===== config.mk =====
export PLATFORM = sky130hd
export DESIGN_NAME = pd_header_assembler
export DESIGN_NICKNAME = d
export VERILOG_FILES = /design/src/rtl/pd_pkg.sv /design/src/rtl/pd_word_counter.sv /design/src/rtl/pd_header_assembler.sv
export SDC_FILE = /design/constraint.sdc
export NUM_CORES = 1
export LEC_CHECK = 0
export CORE_AREA = 2 2 282 284
export DETAILED_ROUTE_END_ITERATION = 7
export DIE_AREA = 0 0 284 286
export PLACE_DENSITY = 0.67
export SETUP_SLACK_MARGIN = 0.5
export SYNTH_ARGS = -nofsm -noshare
export SYNTH_HDL_FRONTEND = slang
export SYNTH_SLANG_ARGS = --single-unit

===== constraint.sdc =====
create_clock -name clk -period 2.7 [get_ports clk]
set_input_delay 0.54 -clock clk [delete_from_list [all_inputs] [get_ports clk]]
set_output_delay 0.54 -clock clk [all_outputs]
set_load 0.1 [all_outputs]

===== src/rtl/pd_pkg.sv =====
// Shared types and constants for the pd header assembler and its helpers.
package pd_pkg;

  typedef enum logic [1:0] {PD_IDLE, PD_LOAD, PD_HOLD} pd_asm_state_t;

  localparam int PD_WORD_W    = 32;
  localparam int PD_HDR_WORDS = 20;
  localparam int PD_C1_WORDS  = 16;
  localparam int PD_C1_BITS   = 512;
  localparam int PD_C2_BITS   = 128;
  localparam int PD_NONCE_IDX = 19;
  localparam int PD_CNT_W     = 5;

endpackage


===== src/rtl/pd_word_counter.sv =====
// Word counter for header assembly: increments on accept, synchronous clear,
// saturates at MAX_COUNT and flags the slot holding the final header word.
module pd_word_counter #(
  parameter int CNT_W     = 5,
  parameter int MAX_COUNT = 20,
  parameter int LAST_IDX  = 19
) (
  input  logic             clk,
  input  logic             n_rst,
  input  logic             i_inc,
  input  logic             i_clr,
  output logic [CNT_W-1:0] o_count,
  output logic             o_at_last
);

  logic [CNT_W-1:0] r_count;

  always_ff @(posedge clk or negedge n_rst) begin
    if (!n_rst) begin
      r_count <= '0;
    end else if (i_clr) begin
      r_count <= '0;
    end else if (i_inc && (r_count != CNT_W'(MAX_COUNT))) begin
      r_count <= r_count + 1'b1;
    end
  end

  assign o_count   = r_count;
  assign o_at_last = (r_count == CNT_W'(LAST_IDX));

endmodule


===== src/rtl/pd_header_assembler.sv =====
// Collects a block header as a stream of words and presents it as two
// fixed-width chunks, held stable (with in-place nonce rewrite) until released.
module pd_header_assembler
  import pd_pkg::*;
#(
  parameter int WORD_W    = PD_WORD_W,
  parameter int HDR_WORDS = PD_HDR_WORDS,
  parameter int C1_WORDS  = PD_C1_WORDS
) (
  input  logic                                clk,
  input  logic                                n_rst,
  input  logic                                clear,
  input  logic [WORD_W-1:0]                   word_in,
  input  logic                                word_valid,
  output logic                                word_ready,
  input  logic                                nonce_wr,
  input  logic [WORD_W-1:0]                   nonce_in,
  input  logic                                chunks_taken,
  output logic [C1_WORDS*WORD_W-1:0]          chunk_1,
  output logic [(HDR_WORDS-C1_WORDS)*WORD_W-1:0] chunk_2,
  output logic                                chunks_valid,
  output logic [PD_CNT_W-1:0]                 word_count
);

  localparam int C1_BITS   = C1_WORDS * WORD_W;
  localparam int C2_BITS   = (HDR_WORDS - C1_WORDS) * WORD_W;
  localparam int NONCE_IDX = HDR_WORDS - 1;

  pd_asm_state_t      r_state;
  logic               r_valid;
  logic [PD_CNT_W-1:0] w_count;
  logic               w_at_last;
  logic               w_hold;
  logic               w_accept;
  logic               w_nonce_wr;
  logic               w_cnt_clr;
  logic [HDR_WORDS-1:0] w_slot_en;

  assign w_hold     = (r_state == PD_HOLD);
  assign word_ready = !w_hold;
  // clear wins over everything, so a word or nonce presented with it is dropped
  assign w_accept   = word_valid && !w_hold && !clear;
  assign w_nonce_wr = nonce_wr && w_hold && !clear;
  assign w_cnt_clr  = clear || (w_hold && chunks_taken);

  pd_word_counter #(
    .CNT_W     (PD_CNT_W),
    .MAX_COUNT (HDR_WORDS),
    .LAST_IDX  (HDR_WORDS - 1)
  ) u_word_counter (
    .clk       (clk),
    .n_rst     (n_rst),
    .i_inc     (w_accept),
    .i_clr     (w_cnt_clr),
    .o_count   (w_count),
    .o_at_last (w_at_last)
  );

  always_ff @(posedge clk or negedge n_rst) begin
    if (!n_rst) begin
      r_state <= PD_IDLE;
      r_valid <= 1'b0;
    end else if (clear) begin
      r_state <= PD_IDLE;
      r_valid <= 1'b0;
    end else begin
      case (r_state)
        PD_IDLE: begin
          if (w_accept) r_state <= PD_LOAD;
        end
        PD_LOAD: begin
          if (w_accept && w_at_last) begin
            r_state <= PD_HOLD;
            r_valid <= 1'b1;
          end
        end
        PD_HOLD: begin
          if (chunks_taken) begin
            r_state <= PD_IDLE;
            r_valid <= 1'b0;
          end
        end
        default: begin
          r_state <= PD_IDLE;
          r_valid <= 1'b0;
        end
      endcase
    end
  end

  // One register per header word; word 0 lands in the most significant slot.
  genvar gi;
  generate
    for (gi = 0; gi < HDR_WORDS; gi++) begin : g_slot
      logic [WORD_W-1:0] r_word;

      assign w_slot_en[gi] = w_accept && (w_count == PD_CNT_W'(gi));

      if (gi == NONCE_IDX) begin : g_nonce
        always_ff @(posedge clk or negedge n_rst) begin
          if (!n_rst) begin
            r_word <= '0;
          end else if (w_slot_en[gi]) begin
            r_word <= word_in;
          end else if (w_nonce_wr) begin
            r_word <= nonce_in;
          end
        end
      end else begin : g_plain
        always_ff @(posedge clk or negedge n_rst) begin
          if (!n_rst) begin
            r_word <= '0;
          end else if (w_slot_en[gi]) begin
            r_word <= word_in;
          end
        end
      end

      if (gi < C1_WORDS) begin : g_c1
        assign chunk_1[C1_BITS-1-WORD_W*gi -: WORD_W] = r_word;
      end else begin : g_c2
        assign chunk_2[C2_BITS-1-WORD_W*(gi-C1_WORDS) -: WORD_W] = r_word;
      end
    end
  endgenerate

  assign chunks_valid = r_valid;
  assign word_count   = w_count;

endmodule


Yosys cells after proc, flatten, opt, wreduce, memory -nomap -nowiden
Index checks and enable logic that the tools add are counted.
{"block": "totals", "regBits": 648, "latch_bits": 0, "ramBits": 0, "mem_bits_ro": 0, "input_bits": 70, "n_memories": 0}
{"block": "op_classes", "addsub": 1, "n_mul": 0, "n_div": 0, "magnitude_cmp": 0, "eq_ne": 26, "shift": 0, "n_mux": 13, "bitwise": 0, "n_reduce_logical": 35}
{"cell": "$mux W32", "n": 2}
{"cell": "$eq A5 B4 Y1 const B", "n": 8}
{"cell": "$logic_and A1 B1 Y1", "n": 26}
{"cell": "$eq A5 B3 Y1 const B", "n": 4}
{"cell": "$eq A5 B5 Y1 const B", "n": 4}
{"cell": "$eq A5 B2 Y1 const B", "n": 2}
{"cell": "$mux W5", "n": 2}
{"cell": "$mux W2", "n": 4}
{"cell": "$ne A3 B3 Y1 const B", "n": 2}
{"cell": "$pmux W2 S3", "n": 1}
{"cell": "$reduce_and A3 Y1", "n": 2}
{"cell": "$add A5 B1 Y5 const B", "n": 1}
{"cell": "$eq A5 B1 Y1 const B", "n": 1}
{"cell": "$logic_not A5 Y1", "n": 1}
{"cell": "$ne A5 B5 Y1 const B", "n": 1}
{"cell": "$reduce_bool A2 Y1", "n": 2}
{"cell": "$mux W1", "n": 3}
{"cell": "$ne A3 B2 Y1 const B", "n": 1}
{"cell": "$pmux W1 S3", "n": 1}
{"cell": "$eq A2 B1 Y1 const B", "n": 1}
{"cell": "$eq A2 B2 Y1 const B", "n": 1}
{"cell": "$logic_not A1 Y1", "n": 2}
{"cell": "$logic_not A2 Y1", "n": 1}
{"cell": "$ne A2 B2 Y1 const B", "n": 1}
{"cell": "$logic_or A1 B1 Y1", "n": 1}

Depth between registers and ports, before layout
Gate-level depths: netlist of run 1.
{"block": "logic_depth", "ltp_word": 8, "depth_mapped": 7}

Modules after synthesis
Synthesis of run 1 repeated with hierarchy kept, for this count alone.
{"block": "hier_totals", "hier_cells": 1525, "hier_area_um2": 24860.1}
{"module": "pd_header_assembler", "instances": 1, "cells_each": 1497, "area_per_inst_um2": 24571.1}
{"module": "pd_word_counter", "instances": 1, "cells_each": 28, "area_per_inst_um2": 289.0}

Least setup slack after synthesis of run 1
OpenSTA, ideal clock, no wires.
{"block": "synth_timing", "path_kind": "register to register", "from": "register u_word_counter.r_count[0] (netlist: u_word_counter.o_count[0])", "to": "register g_slot[12].r_word[17]", "setup_ns": 0.128, "t_arrival_ns": 2.375, "path_slack_ns": 0.197, "stages_incl_launch_ff": 8, "period_less_slack_ns": 2.503, "cell_sequence": "dfrtp_1 -> inv_1 -> ha_1 -> nor2b_1 -> and4_1 -> buf_2 -> buf_2 -> mux2_1"}
{"block": "synth_via", "elab_chain_len": 2}
{"element": "start: declaration", "line": "pd_word_counter.sv:16", "text": "logic [CNT_W-1:0] r_count;"}
{"element": "start signal: assignment", "line": "pd_word_counter.sv:24", "text": "r_count <= r_count + 1'b1;"}
{"element": "$eq A5 B4 Y1", "line": "pd_header_assembler.sv:97", "text": "assign w_slot_en[gi] = w_accept && (w_count == PD_CNT_W'(gi));"}
{"element": "$logic_and A1 B1 Y1", "line": "pd_header_assembler.sv:97"}
{"element": "end signal: assignment", "line": "pd_header_assembler.sv:114", "text": "r_word <= word_in;"}
{"element": "end: declaration", "line": "pd_header_assembler.sv:95", "text": "logic [WORD_W-1:0] r_word;"}
Every way passes these cells.
A chain may end at the register's enable or synchronous reset.

Final worst setup path of run 1
{"block": "layout_timing", "from": "register r_state[0]", "to": "output port word_ready"}
{"block": "layout_via", "elab_chain_len": 2}
{"element": "start: declaration", "line": "pd_header_assembler.sv:29", "text": "pd_asm_state_t r_state;"}
{"element": "start signal: assignment", "line": "pd_header_assembler.sv:61", "text": "r_state <= PD_IDLE;"}
{"element": "start signal: assignment", "line": "pd_header_assembler.sv:64", "text": "r_state <= PD_IDLE;"}
{"element": "start signal: assignment", "line": "pd_header_assembler.sv:69", "text": "if (w_accept) r_state <= PD_LOAD;"}
{"element": "$eq A2 B2 Y1", "line": "pd_header_assembler.sv:39", "text": "assign w_hold = (r_state == PD_HOLD);"}
{"element": "$logic_not A1 Y1", "line": "pd_header_assembler.sv:40", "text": "assign word_ready = !w_hold;"}
{"element": "end: declaration", "line": "pd_header_assembler.sv:15", "text": "output logic word_ready,"}
Every way passes these cells.

==> impl_metrics.env, run 1 <==
export IMPL_finalNonFillerCells=3388
export IMPL_clockBufferDepth=3
export IMPL_numCtsBuffers=72
export IMPL_clk_pin_slew_ps=60
export IMPL_place_gp_congestion=0.798
export IMPL_worst_setup_path_end_kind="output port"
export IMPL_vias=16236
export IMPL_ant_nets=0
export IMPL_arrival_ps=1590
export IMPL_start_util_pct=31.5
export IMPL_p_int_mw=17.7
export IMPL_wirelength_um=81500
export IMPL_viasPerCell=4.79
export IMPL_ys_ff_latch=648
export IMPL_relSlewSlack_pct=33.5
export IMPL_p_leak_nw=18.4
export IMPL_insertion_delay_ps=600
export IMPL_final_cell_mix="buf_4, dfrtp_1, mux2_2"
export IMPL_ys_seq_area_share_pct=65.7
export IMPL_cp_start_kind="flip-flop"
export IMPL_top_level_ports=717
export IMPL_p_sw_mw=11.1
export IMPL_crit_fanout=5
export IMPL_worst_slew_pin_slew_ps=996
export IMPL_dp_cells=3254
export IMPL_dp_hpwl_um=57500
export IMPL_worstPathCellList="nor2b_4 -> clkinvlp_4 -> buf_6"
export IMPL_cpMaxStageDelayCell="dfrtp_2"
export IMPL_drtIter0Drc=656
export IMPL_finClkSkew_ps=31.3
export IMPL_critical_path_class="reg2out"
export IMPL_n_fill_cell=7089
export IMPL_tritoncts="yes"
export IMPL_slowest_delay_ps=450
export IMPL_vdd_drop_max_uv=848
export IMPL_yosysUniqueCellTypes=36
export IMPL_min_period_ps=2130
export IMPL_layout_commonest_cell="buf_4"
export IMPL_wire_per_inst_um=24.1
export IMPL_antenna_found_initial=5
export IMPL_drv_cap=0
export IMPL_synth_top_cell_by_area="dfrtp_1"
export IMPL_p_per_area_nw_per_um2=835
export IMPL_dieHeight_um=286
export IMPL_syn_avg_cell_area_um2=16.1
export IMPL_period_share_pct=78.9
export IMPL_yosysTopAreaCellShare_pct=65.7
export IMPL_die_area_um2=81200
export IMPL_die_x_um=284
export IMPL_p_sw_share_pct=38.5
export IMPL_cp_num_buf_inv=2
export IMPL_antenna_cells=0
export IMPL_port_buffers=716
export IMPL_fin_nets=2356
export IMPL_grt_overflow_total=0
export IMPL_layout_area_seq_um2=16200
export IMPL_fmax_mhz=470
export IMPL_grt_pass1_wl_um=119000
export IMPL_dr_pass1_iters=6
export IMPL_hold_viol_final=0
export IMPL_cts_htree_levels=3
export IMPL_layout_drive_gt1_share_pct=63.6
export IMPL_status="completed"
export IMPL_power_total_mw=28.8
export IMPL_setup_viol=0
export IMPL_grt_max_degree=84
export IMPL_yosysWarnings=0
export IMPL_maxSlewViolCount=0
export IMPL_syn_area_um2=24700
export IMPL_hold_path_class="in2async"
export IMPL_rsz0062_at_grt="false"
export IMPL_syn_inst=1532
export IMPL_rows=103
export IMPL_drc=0
export IMPL_grt_util_all_layers_pct=19.6
export IMPL_critPathTopFamily="flip-flops"
export IMPL_multi_input_area_um2=7930
export IMPL_p_comb_share_pct=28.3
export IMPL_pwr_share_clk_pct=34.0
export IMPL_clock_sinks=648
export IMPL_clockRootBuffer="clkbuf_16"
export IMPL_setup_tns_ps=0
export IMPL_sequentialPowerShare_pct=37.6
export IMPL_grt_pass1_vias=17245
export IMPL_areaGrowthSynthToFinish_pct=39.7
export IMPL_crit_required_ps=2160
export IMPL_synth_nets=1607
export IMPL_ys_top_cells_by_area="dfrtp_1, mux2_2, buf_2"
export IMPL_core_area_um2=78400
## per-stage QoR
stage	area (um2)	utilization, %	hold WS, ps	setup WS [ps]
5_1_grt	34500	44.0	437	504
3_3_place_gp	32100	40.9	449	174
2_1_floorplan	24700	-	244	523
6_report	34500	44.0	461	571
4_1_cts	34500	44.0	419	523
3_5_place_dp	32100	40.9	466	147
## worst paths after layout
check / from / endpoint / slack, ps / depth (start not counted)
min in group clk: g_slot[19].r_word[13] / g_slot[19].r_word[13] / 480 / 1
hold / removal: n_rst / g_slot[3].r_word[8] / 460 / 2
setup reg to reg: r_state[0] / g_slot[19].r_word[19] / 610 / 7
setup / recovery: r_state[0] / word_ready / 570 / 3
hold reg to reg: g_slot[19].r_word[13] / g_slot[19].r_word[13] / 480 / 1
max in group asynchronous: n_rst / g_slot[7].r_word[10] / 1230 / 4
## area by class of cell
| class | count | share of cell area (%) |
|---|---|---|
| well taps | 1050 | 3.81 |
| inverters | 5 | 0.0653 |
| clock buffers | 110 | 6.34 |
| flip-flops and latches | 648 | 47.0 |
| clock inverters | 21 | 0.638 |
| multi-input cells | 741 | 23.0 |
| repair buffers | 813 | 19.2 |
## routing by layer
metal / vias up / part of all wire [%] / global-route usage (%)
met5: - / 0.016 / 0
met4: 2 / 3.0 / 6.62
met3: 140 / 8.1 / 5.70
met2: 665 / 50 / 33.7
met1: 8531 / 39 / 23.6
li1: 6898 / - / -
## power by group through the flow
stage                     Clock, mW  Combinational [mW]  Sequential, mW
after detailed placement          0                8.21            11.0
final                          9.80                8.16            10.8
after CTS                      10.0                8.22            10.8
after global placement            0                8.16            11.0
after global routing           10.5                8.35            10.9
after floorplan                   0               0.792            16.2
## registers in the layout, indices dropped and copies added, names as in the netlist
signal / count
u_word_counter.o_count: 5
g_slot.r_word: 640
r_state: 2
chunks_valid: 1
## Yosys cell counts
master and number:
nor2b_4 1, nor2_4 1, nor4b_4 1, and4_1 3
nand2b_4 1, dfrtp_1 648, a21o_1 33, a211oi_1 1
nor3b_2 1, nand4_2 1, mux2i_1 1, nor2b_1 6
a21oi_1 4, xnor2_1 1, nand4b_1 1, buf_2 71
nand4_1 2, nor2_1 5, mux2_1 13, nor3_2 1
inv_1 5, nand3_1 11, mux2_2 595, nand2_1 10
nand2b_1 1, or3_1 1, nor2_2 1, a31oi_1 1
o21ai_0 3, nand4bb_1 1, buf_4 1, a221oi_1 1
a22o_1 32, ha_1 5, and3_1 2, clkbuf_1 66
## timing repair
item                                    in CTS  in global routing
hold buffers                                 1                  0
gates cloned                                 0                  0
pin swaps                                    0                  1
endpoints found under the hold margin       27                  0
endpoints found under the setup margin       1                  1
resized for setup                            3                  0
setup buffers                                2                  0
## kinds of logic (layout without fill, tap and decap cells)
family / Yosys count / count (layout) / synth area share (%)
AOI/OAI and AO/OA: 75 / 75 / 2.37
xor gates and xnor gates: 1 / 1 / 0.0355
adders and majority gates: 5 / 5 / 0.253
buffers and inverters: 143 / 949 / 2.55
DFF: 648 / 648 / 65.7
muxes: 609 / 609 / 27.8
and+or+nand+nor: 51 / 51 / 1.36
Note: power is estimated with default switching activity, not from simulation.
==> run 2: changes to the inputs <==
--- a/config.mk
+++ b/config.mk
@@ -5,10 +5,10 @@
 export SDC_FILE = /design/constraint.sdc
 export NUM_CORES = 1
 export LEC_CHECK = 0
-export CORE_AREA = 2 2 282 284
+export CORE_AREA = 2 2 281 283
 export DETAILED_ROUTE_END_ITERATION = 7
-export DIE_AREA = 0 0 284 286
-export PLACE_DENSITY = 0.67
+export DIE_AREA = 0 0 283 285
+export PLACE_DENSITY = 0.7
 export SETUP_SLACK_MARGIN = 0.5
 export SYNTH_ARGS = -nofsm -noshare
 export SYNTH_HDL_FRONTEND = slang
==> constraint.sdc (replaced) <==
create_clock -name clk -period 1.8 [get_ports clk]
set_input_delay 0.36 -clock clk [delete_from_list [all_inputs] [get_ports clk]]
set_output_delay 0.36 -clock clk [all_outputs]
set_load 0.1 [all_outputs]
==> run 2 against run 1 <==
  * Clock skew decreased by 11 ps
  * Critical endpoint is now g_slot[12].r_word[0]
  * Worst hold slack worse by 160 ps
  * Critical path type is now reg2reg
  * The run now ends with negative setup slack left
  * Die area down 0.70%
  * Final cell count grew 2.3%
==> impl_metrics.env, run 2 (synthesis gave the netlist of run 1 again) <==
export IMPL_largest_reg_flops=640
export IMPL_arrival_ps=2510
export IMPL_antenna_found_initial=5
export IMPL_crit_required_ps=2290
export IMPL_worst_setup_path_end_kind="flip-flop"
export IMPL_top_level_ports=717
export IMPL_critical_path_class="reg2reg"
export IMPL_p_int_mw=30.0
export IMPL_dr_pass1_iters=5
export IMPL_relSlewSlack_pct=39.6
export IMPL_die_area_um2=80700
export IMPL_fmax_mhz=496
export IMPL_port_buffers=716
export IMPL_min_period_ps=2010
export IMPL_finClkSkew_ps=20.7
export IMPL_tritoncts="yes"
export IMPL_clockRootBuffer="clkbuf_16"
export IMPL_clockBufferDepth=3
export IMPL_top_register="g_slot.r_word"
export IMPL_grt_overflow_total=0
export IMPL_wirelength_um=93700
export IMPL_place_gp_congestion=0.823
export IMPL_multi_input_area_um2=8490
export IMPL_p_sw_share_pct=36.5
export IMPL_p_per_area_nw_per_um2=1060
export IMPL_viasPerCell=4.91
export IMPL_hold_ws_ps=299
export IMPL_setup_viol=635
export IMPL_sequentialPowerShare_pct=35.8
export IMPL_fin_ws_ps=-214
export IMPL_rows=103
export IMPL_pwr_share_clk_pct=32.0
export IMPL_layout_area_seq_um2=16200
export IMPL_dp_cells=3282
export IMPL_maxSlewViolCount=0
export IMPL_p_leak_nw=21.2
export IMPL_crit_fanout=16
export IMPL_clock_sinks=648
export IMPL_rsz0062_at_grt="true"
export IMPL_hold_path_class="in2async"
export IMPL_insertion_delay_ps=600
export IMPL_dieHeight_um=285
export IMPL_finalNonFillerCells=3465
export IMPL_violations="negative setup slack"
export IMPL_start_util_pct=31.7
export IMPL_cp_start_kind="flip-flop"
export IMPL_worst_slew_pin_slew_ps=907
export IMPL_hold_viol_final=0
export IMPL_cts_htree_levels=3
export IMPL_utilization_pct=57.3
export IMPL_numCtsBuffers=71
export IMPL_grt_util_all_layers_pct=22.5
export IMPL_ant_nets=0
export IMPL_layout_drive_gt1_share_pct=65.8
export IMPL_core_area_um2=78000
export IMPL_status="complete, but fails checks"
export IMPL_drc=0
export IMPL_clk_pin_slew_ps=60
export IMPL_areaGrowthSynthToFinish_pct=80.8
export IMPL_period_share_pct=112
export IMPL_grt_pass1_wl_um=134000
export IMPL_setup_tns_ps=-71470
export IMPL_n_fill_cell=5674
export IMPL_layout_commonest_cell="buf_12"
export IMPL_vias=17007
export IMPL_power_total_mw=47.2
export IMPL_dp_hpwl_um=61100
export IMPL_final_cell_mix="buf_12, dfrtp_1, mux2_2"
export IMPL_wire_per_inst_um=27.1
export IMPL_drtIter0Drc=809
export IMPL_p_comb_share_pct=32.2
export IMPL_die_x_um=283
export IMPL_grt_max_degree=67
export IMPL_fin_nets=2436
export IMPL_grt_pass1_vias=18928
export IMPL_vdd_drop_max_uv=1400
export IMPL_p_sw_mw=17.2
export IMPL_drv_cap=0
[run 2: power groups by stage]
stage / Sequential [mW] / Combinational [mW] / Clock, mW
2_1_floorplan: 24.3 / 1.20 / 0
3_3_place_gp: 17.0 / 15.0 / 0
3_5_place_dp: 17.1 / 15.2 / 0
4_1_cts: 16.9 / 15.3 / 15.4
5_1_grt: 17.0 / 15.5 / 16.1
6_report: 16.9 / 15.2 / 15.1
[run 2: worst max-delay path, stage by stage, from the launching register on]
cell and delay (ps):
dfrtp_4 490, buf_6 140, inv_6 60, ha_4 120, nor2b_4 180, and4_4 310, clkbuf_16 250, mux2_2 350
[run 2: routing by layer]
metal	up-vias	global-route usage (%)	share of wire (%)
met3	172	7.30	8.2
met1	8988	26.9	39
met4	0	10.2	3.8
met5	-	0	0
li1	7079	-	-
met2	768	37.1	49
[run 2: metrics by stage]
step	worst slack [ps]	cell area [um2]
2_1_floorplan	-303	24800
3_3_place_gp	-517	40500
3_5_place_dp	-542	40500
4_1_cts	-198	44100
5_1_grt	-240	44600
6_report	-214	44600
[run 2: cell type report]
type	instances	area share (%)
clock buffers	108	4.84
well taps	1050	2.94
diodes	3	0.0168
repair buffers	893	36.1
multi-input cells	742	19.0
flip-flops and latches	648	36.4
clock inverters	16	0.622
inverters	5	0.0589
[run 2: path summary, 6_finish.rpt]
check / from / to / slack (ps) / depth (start not counted)
setup / recovery: u_word_counter.o_count[1] / g_slot[12].r_word[0] / -210 / 7
max in group asynchronous: n_rst / g_slot[14].r_word[9] / 630 / 3
min in group clk: nonce_in[1] / g_slot[19].r_word[1] / 430 / 3
hold reg to reg: g_slot[19].r_word[15] / g_slot[19].r_word[15] / 550 / 1
setup reg to reg: u_word_counter.o_count[1] / g_slot[12].r_word[0] / -210 / 7
hold / removal: n_rst / g_slot[13].r_word[2] / 300 / 2
[run 2: timing repair]
item,4_1_cts,5_1_grt
gates cloned,18,8
pin swaps,29,23
hold buffers,1,0
hold endpoints to repair,28,0
buffers inserted,25,4
setup endpoints to repair,1295,1295
resized for setup,97,86
==> run 3: changes to the inputs <==
--- a/config.mk
+++ b/config.mk
@@ -10,6 +10,7 @@
 export DIE_AREA = 0 0 283 285
 export PLACE_DENSITY = 0.7
 export SETUP_SLACK_MARGIN = 0.5
+export SKIP_LAST_GASP = 1
 export SYNTH_ARGS = -nofsm -noshare
 export SYNTH_HDL_FRONTEND = slang
 export SYNTH_SLANG_ARGS = --single-unit
==> run 3 against run 2 <==
  * Worst hold slack worse by 1.1 ps
  * Clock power hardly changed
  * Combinational power hardly changed
  * Sequential power hardly changed
  * Clock skew is 1.5 ps lower
  * Count of clock-buffer cells in the layout stayed put
  * Via count is 0.20% higher
  * Design area is 0.48% lower
  * The flow still finishes with violations (negative setup slack)
  * First-iteration DRC count is 5.1% lower
  * Critical endpoint is now g_slot[15].r_word[31]
  * Flip-flop and latch count stayed put
==> impl_metrics.env, run 3 (synthesis gave the netlist of run 1 again) <==
export IMPL_finClkSkew_ps=19.2
export IMPL_grt_overflow_total=0
export IMPL_hold_viol_final=0
export IMPL_clockRootBuffer="clkbuf_16"
export IMPL_dp_hpwl_um=61100
export IMPL_clk_pin_slew_ps=60
export IMPL_n_fill_cell=5722
export IMPL_grt_util_met3_pct=7.23
export IMPL_vias=17041
export IMPL_slowest_delay_ps=490
export IMPL_grt_max_degree=67
export IMPL_maxSlewViolCount=0
export IMPL_cpMaxStageDelayCell="dfrtp_4"
export IMPL_rows=103
export IMPL_rsz0062_at_grt="true"
export IMPL_layout_commonest_cell="buf_12"
export IMPL_post_route_cell_area_um2=44400
export IMPL_viasPerCell=4.91
export IMPL_pre_cts_ws_ps=-542
export IMPL_layout_area_seq_um2=16200
export IMPL_critical_path_class="reg2reg"
export IMPL_clock_sinks=648
export IMPL_fmax_mhz=497
export IMPL_vdd_drop_max_uv=1400
export IMPL_top_register="g_slot.r_word"
export IMPL_cts_htree_levels=3
export IMPL_fin_ws_ps=-210
export IMPL_p_per_area_nw_per_um2=1060
export IMPL_clockBufferDepth=3
export IMPL_min_period_ps=2010
export IMPL_wire_per_inst_um=26.9
export IMPL_grt_pass1_wl_um=134000
export IMPL_cp_start_kind="flip-flop"
export IMPL_crit_fanout=6
export IMPL_met2_usage_pct=37.1
export IMPL_drv_cap=0
export IMPL_top_level_ports=717
export IMPL_drc=0
export IMPL_dieHeight_um=285
export IMPL_placed_area_um2=40500
export IMPL_crit_required_ps=2270
export IMPL_grt_pass1_vias=18957
export IMPL_worst_setup_path_end_kind="flip-flop"
export IMPL_ant_nets=0
export IMPL_r2r_start="u_word_counter.o_count[1]"
export IMPL_setup_viol=634
export IMPL_violations="negative setup slack"
export IMPL_grt_util_all_layers_pct=22.5
export IMPL_die_area_um2=80700
export IMPL_worstPathCellList="buf_6 -> ha_4 -> and3_4 -> ha_4 -> nand2_8 -> buf_6 -> buf_16 -> mux2_4"
export IMPL_ff2ff_path_depth=8
export IMPL_worst_slew_pin_slew_ps=919
export IMPL_die_x_um=283
export IMPL_insertion_delay_ps=600
export IMPL_use_met1_pct=26.7
export IMPL_relSlewSlack_pct=38.8
export IMPL_dr_pass1_iters=5
export IMPL_fin_nets=2438
export IMPL_status="complete, but fails checks"
export IMPL_areaGrowthSynthToFinish_pct=79.9
export IMPL_tritoncts="yes"
export IMPL_layout_drive_gt1_share_pct=65.4
export IMPL_largest_reg_flops=640
export IMPL_final_cell_mix="buf_12, dfrtp_1, mux2_2"
export IMPL_busiest_layer="met2"
export IMPL_r2r_setup_slack_ps=-210
export IMPL_p_leak_nw=21.2
export IMPL_place_gp_congestion=0.823
export IMPL_port_buffers=716
export IMPL_reg2reg_to="g_slot[15].r_word[31]"
export IMPL_period_share_pct=112
export IMPL_start_util_pct=31.7
export IMPL_hold_path_class="in2async"
export IMPL_antenna_found_initial=5
export IMPL_numCtsBuffers=71
export IMPL_drtIter0Drc=768
export IMPL_multi_input_area_um2=8250
export IMPL_arrival_ps=2480
export IMPL_wirelength_um=93400
export IMPL_core_area_um2=78000
[run 3: area by class of cell]
class                   instances  area share [%]
diodes                          5          0.0282
clock buffers                 108            4.86
clock inverters                16           0.625
inverters                       5          0.0591
multi-input cells             742            18.6
flip-flops and latches        648            36.5
well taps                    1050            2.96
repair buffers                895            36.4
[run 3: worst max-delay path by stage]
stage / startpoint / endpoint / slack (ps) / depth (start not counted)
final: u_word_counter.o_count[1] / g_slot[15].r_word[31] / -210 / 8
after global routing: u_word_counter.o_count[1] / g_slot[13].r_word[28] / -240 / 8
after CTS: u_word_counter.o_count[1] / g_slot[12].r_word[14] / -200 / 7
after detailed placement: word_valid / g_slot[6].r_word[19] / -540 / 7
after global placement: word_valid / g_slot[6].r_word[20] / -520 / 7
after floorplan: r_state[0] / g_slot[19].r_word[10] / -300 / 6
[run 3: through the flow]
stage,hold WS [ps],TNS [ps],power [mW],util (%),std cells
finish,298,-73470,47.2,57.0,3469
global route,294,-98890,48.6,57.0,3469
CTS,266,-60080,47.6,56.5,3450
global placement,320,-245280,32.1,51.9,3282
floorplan,64.4,-97990,25.5,-,1532
detailed placement,327,-272510,32.3,51.9,3282
[run 3: power breakdown]
group / total, mW / internal [mW] / switching (mW)
logic: 15.2 / 5.26 / 9.93
clock network: 15.1 / 9.04 / 6.04
registers: 16.9 / 15.7 / 1.24
[run 3: per-layer routing]
| layer | up-vias | part of all wire, % |
|---|---|---|
| li1 | 7091 | - |
| met1 | 8966 | 39 |
| met2 | 793 | 49 |
| met3 | 191 | 8.2 |
| met4 | 0 | 4.1 |
| met5 | - | 0 |
[run 3: worst max-delay path, delay by kind of cell (launching register included)]
family | cells | cell delay, ps
fa+ha+maj | 2 | 350
simple gates | 2 | 320
mux | 1 | 290
buf+inv | 3 | 420
flops | 1 | 490
[run 3: what timing repair did]
item                                   in CTS  in global routing
pin swaps                                  28                 24
setup endpoints to repair                1295               1295
endpoints found under the hold margin      28                  0
setup buffers                              25                  6
gates resized for setup                    77                 39
hold buffers                                1                  0
cloned                                     18                  8
==> RTL change 1: new RTL, config.mk and constraints of run 3 <==
Compare `r_count` against `CNT_W'(LAST_IDX)` with >= in place of ==.
--- a/src/rtl/pd_word_counter.sv
+++ b/src/rtl/pd_word_counter.sv
@@ -27,5 +27,5 @@
 
   assign o_count   = r_count;
-  assign o_at_last = (r_count == CNT_W'(LAST_IDX));
+  assign o_at_last = (r_count >= CNT_W'(LAST_IDX));
 
 endmodule
Formal check against the unedited RTL: same outputs for any inputs over 4 cycles, from zero or initial values and one cycle with n_rst low; that may be too few to reach the edited logic, so the function may still have changed.
==> RTL change 1 against run 3 <==
The run still ends with negative setup slack left; wire length rose by 13%; sequential cell count is the same; first-iteration DRC count increased by 24%; area after synthesis grew 6.1%; setup slack worse by 81 ps; total power down 2.1%; final area grew 6.8%; clock skew up 5.8 ps; critical endpoint is now g_slot[12].r_word[21]$_DFFE_PN0P_; largest cell class is now non-clock buffers; highest routed layer unchanged.
==> RTL change 1: results (changes against run 3) <==
The run finished, with violations left. The checks that failed: negative setup slack. The met3 routed wirelength came to 7160 um (-6.3%). The routing usage on met3 came out at 0.0654 (-0.00696). The total of clock buffers placed in the layout came to 101 (-6.5%). The global-route wire length before repair came to 141,000 um (+5.5%). The cell internal power dissipation was 29.8 mW (-0.49%). The sequential fraction of total cell area is 0.342 (-0.0233). The length of routed wiring on met1 came out at 39,300 um (+8.2%). The leakage power is 22.7 nW (+7.2%). The highest cell delay on the worst timing path is 520 ps (+30 ps). The count of placed standard cells including taps came to 3,366 (+2.6%). The fraction of met1 tracks used by global routing came out at 0.282 (+0.0146). The net count after synthesis is 1,692 (+5.3%).

The final clock skew came out at 25.0 ps (+5.78 ps). The via count of the first global-routing pass is 19,513 (+2.9%). The sequential cell area fraction in the yosys report came to 0.619 (-0.0376).

The total of endpoints with negative setup slack in the final report came out at 647 (+2.1%). Relative to the synthesized area, the layout overhead comes to 81.1%. In the post-synthesis netlist, the biggest area contributors are sky130_fd_sc_hd__dfrtp_1 62%, sky130_fd_sc_hd__mux2_2 16%, sky130_fd_sc_hd__mux2_4 12%. The final-layout worst hold slack came out at 214 ps (-84.2 ps). The transition time at the pin with the least slew margin was 404 ps (-515 ps). The setup slack after placement was -581 ps (-39.1 ps). The number of antenna repair diodes came out at 8 (+3).

The mux share of post-synthesis cell area is 0.292 (+0.0146). The depth of the most critical reg-to-reg path came to 7 (-1). The post-synthesis cell count came out at 1,617 (+5.5%). The DRC violation total after the first TritonRoute iteration is 950 (+24%). The count of nets after finishing came out at 2,567 (+5.3%). The overall routed net length was 106,000 um (+13%). The fraction of layout instances using a drive strength above 1 came out at 0.650 (-0.00325).

The largest net degree at the start of global routing came out at 72 (+7.5%). The worst-case setup margin in the final layout came out at -291 ps (-80.5 ps). The commonest cells after synthesis are 648 x sky130_fd_sc_hd__dfrtp_1, 374 x sky130_fd_sc_hd__mux2_2, 210 x sky130_fd_sc_hd__mux2_4.

The xor/xnor cell area share of the yosys netlist came out at 0 (-0.000355). The worst vdd rail ir drop is 0.975 mV (-30%). The number of signal-net inverters in the final layout came out at 38 (+33).

The met2 demand-to-capacity share in global routing came out at 0.403 (+0.0321). The number of library cell types mapped by synthesis is 45 (+25%). The first element of the critical path is u_word_counter.o_count[0]$_DFFE_PN0P_.

The filler cell count was 5,412 (-5.4%). The critical path capture point is g_slot[12].r_word[21]$_DFFE_PN0P_. The adder and majority gate portion of the synthesized area is 0.00239 (-0.000145). The count of sequential standard cells came out at 648 (unchanged). The kind of cell with the highest combined delay along the critical path is buffers and inverters. The arrival time at the worst endpoint is 2580 ps (+100 ps).

The number of multi-input combinational cells in the layout came out at 777 (+4.7%). The aggregate global-route resource usage is 0.238 (+0.0131).
==> RTL change 1: changes by cell type in the layout (fill, tap and decap cells not counted), moves of 14 or more <==
cell,change
sky130_fd_sc_hd__mux2_4,+283
sky130_fd_sc_hd__mux2_2,-275
sky130_fd_sc_hd__buf_12,+44
sky130_fd_sc_hd__nand4_1,+34
sky130_fd_sc_hd__a21o_1,-33
sky130_fd_sc_hd__inv_1,+33
sky130_fd_sc_hd__a22o_1,-32
sky130_fd_sc_hd__nand2_1,+27
sky130_fd_sc_hd__o311ai_0,+19
sky130_fd_sc_hd__buf_4,-16
sky130_fd_sc_hd__clkbuf_16,+15
sky130_fd_sc_hd__nand4_4,+14
==> RTL change 1: repair_timing <==
item / in CTS / in global routing
hold buffers: 1 / 0
gates resized for setup: 98 / 146
endpoints found under the setup margin: 1295 / 1295
endpoints found under the hold margin: 120 / 0
setup buffers: 30 / 21
cloned: 23 / 28
pin swaps: 4 / 8
==> RTL change 2: new RTL, config.mk and constraints of run 3 <==
Without the edit above. Encoding of `pd_asm_state_t`: now one-hot (3 bits for 3 states).
--- a/src/rtl/pd_pkg.sv
+++ b/src/rtl/pd_pkg.sv
@@ -2,5 +2,5 @@
 package pd_pkg;
 
-  typedef enum logic [1:0] {PD_IDLE, PD_LOAD, PD_HOLD} pd_asm_state_t;
+  typedef enum logic [2:0] {PD_IDLE = 3'b001, PD_LOAD = 3'b010, PD_HOLD = 3'b100} pd_asm_state_t;
 
   localparam int PD_WORD_W    = 32;
Function: same outputs for any inputs over 4 cycles, from zero or initial values and one cycle with n_rst low; so few cycles prove little.
==> RTL change 2 against run 3 <==
The flow still finishes with violations (negative setup slack); critical path depth did not move; wire length rose by 7.5%; final area rose by 3.9%; sequential share of layout area decreased by 1.3 points; clock skew fell by 1.9 ps; total power is 19% higher; sequential cell count is 1 higher; setup slack worse by 20 ps; area after synthesis about the same; highest routed layer unchanged; largest power group is now combinational logic.
==> RTL change 2: results (changes against run 3) <==
The fraction of met1 tracks used by global routing is 0.286 (+0.0181). The routing usage on met3 came out at 0.0664 (-0.00592). The via count of the routed design is 17,334 (+1.7%). The sequential cell area fraction in the yosys report was 0.658 (+0.00110). The worst-case setup margin in the final layout is -230 ps (-19.8 ps). The total half-perimeter wirelength after legalization and detailed placement was 64,100 um (+4.9%). The worst slew margin relative to its limit is 0.657 (+0.269). The DRC violation total after the first TritonRoute iteration came out at 996 (+30%).

The global-route wire length before repair is 141,000 um (+5.2%). The master of the slowest instance on the critical path is sky130_fd_sc_hd__dfrtp_2. The highest cell delay on the worst timing path is 430 ps (-60 ps). The final non-filler cell total came out at 3,547 (+2.2%). The flow ran to the end, but the final reports show violations.

The weighted congestion reported at the end of routability-driven placement came to 0.831 (+1.0%). The most critical setup path has its startpoint at r_state[1]$_DFFE_PN0P_. The proportion of synthesized flip-flops having asynchronous set or reset came to 1.00 (unchanged). The total of endpoints with negative setup slack in the final report was 648 (+2.2%). The via count of the first global-routing pass came out at 18,838 (-0.63%). The final reports fail on negative setup slack.

The share of total power in the clock network came out at 0.272 (-0.048). The part of the total power dissipated in sequential elements is 0.322 (-0.036). The worst vdd rail ir drop was 1.42 mV (+2.0%).

The largest net degree at the start of global routing is 62 (-7.5%). The power spent charging and discharging nets came out at 23.1 mW (+34%). The cell area after layout came out at 46,200 sq um (+3.9%). The TritonCTS buffer count is 72 (+1.4%). The first-pass iteration count of the detailed router was 6 (+1).

The compound-cell area share of the yosys netlist came out at 0.0191 (-0.00466). The xor/xnor cell area share of the yosys netlist came out at 0.000709 (+0.000355). The adder and majority gate portion of the synthesized area came out at 0.00253 (about the same). The cell area after placement is 41,200 sq um (+1.8%).

The arrival time at the worst endpoint came to 2530 ps (+50 ps). The fraction of layout instances using a drive strength above 1 is 0.671 (+0.0171). The net count after synthesis is 1,638 (+1.9%).

The final-layout worst hold slack came out at 203 ps (-94.3 ps). The leakage power came out at 21.9 nW (+3.6%). The mux share of post-synthesis cell area came out at 0.278 (about the same).
## RTL change 2: changes by cell type in the layout (fill, tap and decap cells not counted), moves of 8 or more
cell and change:
sky130_fd_sc_hd__a21o_1 -31, sky130_fd_sc_hd__a22o_1 -32, sky130_fd_sc_hd__a22oi_1 +17, sky130_fd_sc_hd__a22oi_2 +15
sky130_fd_sc_hd__buf_12 +13, sky130_fd_sc_hd__buf_16 +8, sky130_fd_sc_hd__buf_4 +10, sky130_fd_sc_hd__inv_1 +32
sky130_fd_sc_hd__mux2_2 -145, sky130_fd_sc_hd__mux2_4 +150, sky130_fd_sc_hd__nand3_4 +12, sky130_fd_sc_hd__o21ai_1 +13
sky130_fd_sc_hd__o21ai_2 +17
## RTL change 2: worst max-delay path by stage
stage / to / slack [ps] / cells past startpoint
finish: g_slot[17].r_word[24]$_DFFE_PN0P_ / -230 / 8
global route: word_ready / -280 / 4
CTS: word_ready / -210 / 4
detailed placement: g_slot[13].r_word[15]$_DFFE_PN0P_ / -660 / 8
global placement: g_slot[13].r_word[10]$_DFFE_PN0P_ / -620 / 8
floorplan: g_slot[11].r_word[10]$_DFFE_PN0P_ / -140 / 6
## RTL change 2: worst max-delay path, delay by kind of cell (launching register included)
family,cells,cell delay [ps]
simple gates,3,470
buf+inv,4,670
flops,1,430
mux,1,340
## RTL change 2: through the flow
stage | setup WS [ps] | util | TNS (ps) | total power, mW
after floorplan | -139 | - | -40650 | 30.9
after global routing | -277 | 0.592 | -108570 | 57.8
after detailed placement | -657 | 0.529 | -341740 | 40.8
after CTS | -215 | 0.578 | -56820 | 56.4
final | -230 | 0.592 | -76180 | 56.3
after global placement | -624 | 0.529 | -332860 | 40.4
## RTL change 2: metal layers
metal / part of all wire / vias to the layer above / routed length (um)
met4: 0.050 / 0 / 5070
met2: 0.50 / 718 / 49800
met5: 0 / - / 0
met1: 0.39 / 9179 / 38900
li1: - / 7228 / -
met3: 0.066 / 209 / 6660
## RTL change 2: final cells by class
cell class / instances / share of cell area
Timing Repair Buffer: 941 / 0.370
Sequential cell: 649 / 0.352
Multi-Input combinational cell: 738 / 0.192
Clock buffer: 106 / 0.0468
Tap cell: 1050 / 0.0285
Clock inverter: 23 / 0.00710
Inverter: 37 / 0.00317
Antenna cell: 3 / 0.000163
## RTL change 2: what timing repair did
item | in CTS | in global routing
buffers inserted | 19 | 23
hold endpoints to repair | 278 | 0
hold buffers | 1 | 0
gates resized for setup | 84 | 160
pin swaps | 9 | 7
setup endpoints to repair | 1296 | 1296
gates cloned | 28 | 16
## RTL change 2: cells by family after synthesis
family,Yosys count
flip-flops,649
multiplexers,609
buffers and inverters,176
AO/OA/AOI/OAI,74
AND/OR/NAND/NOR,48
adder cells (fa/ha/maj),5
XOR/XNOR,2
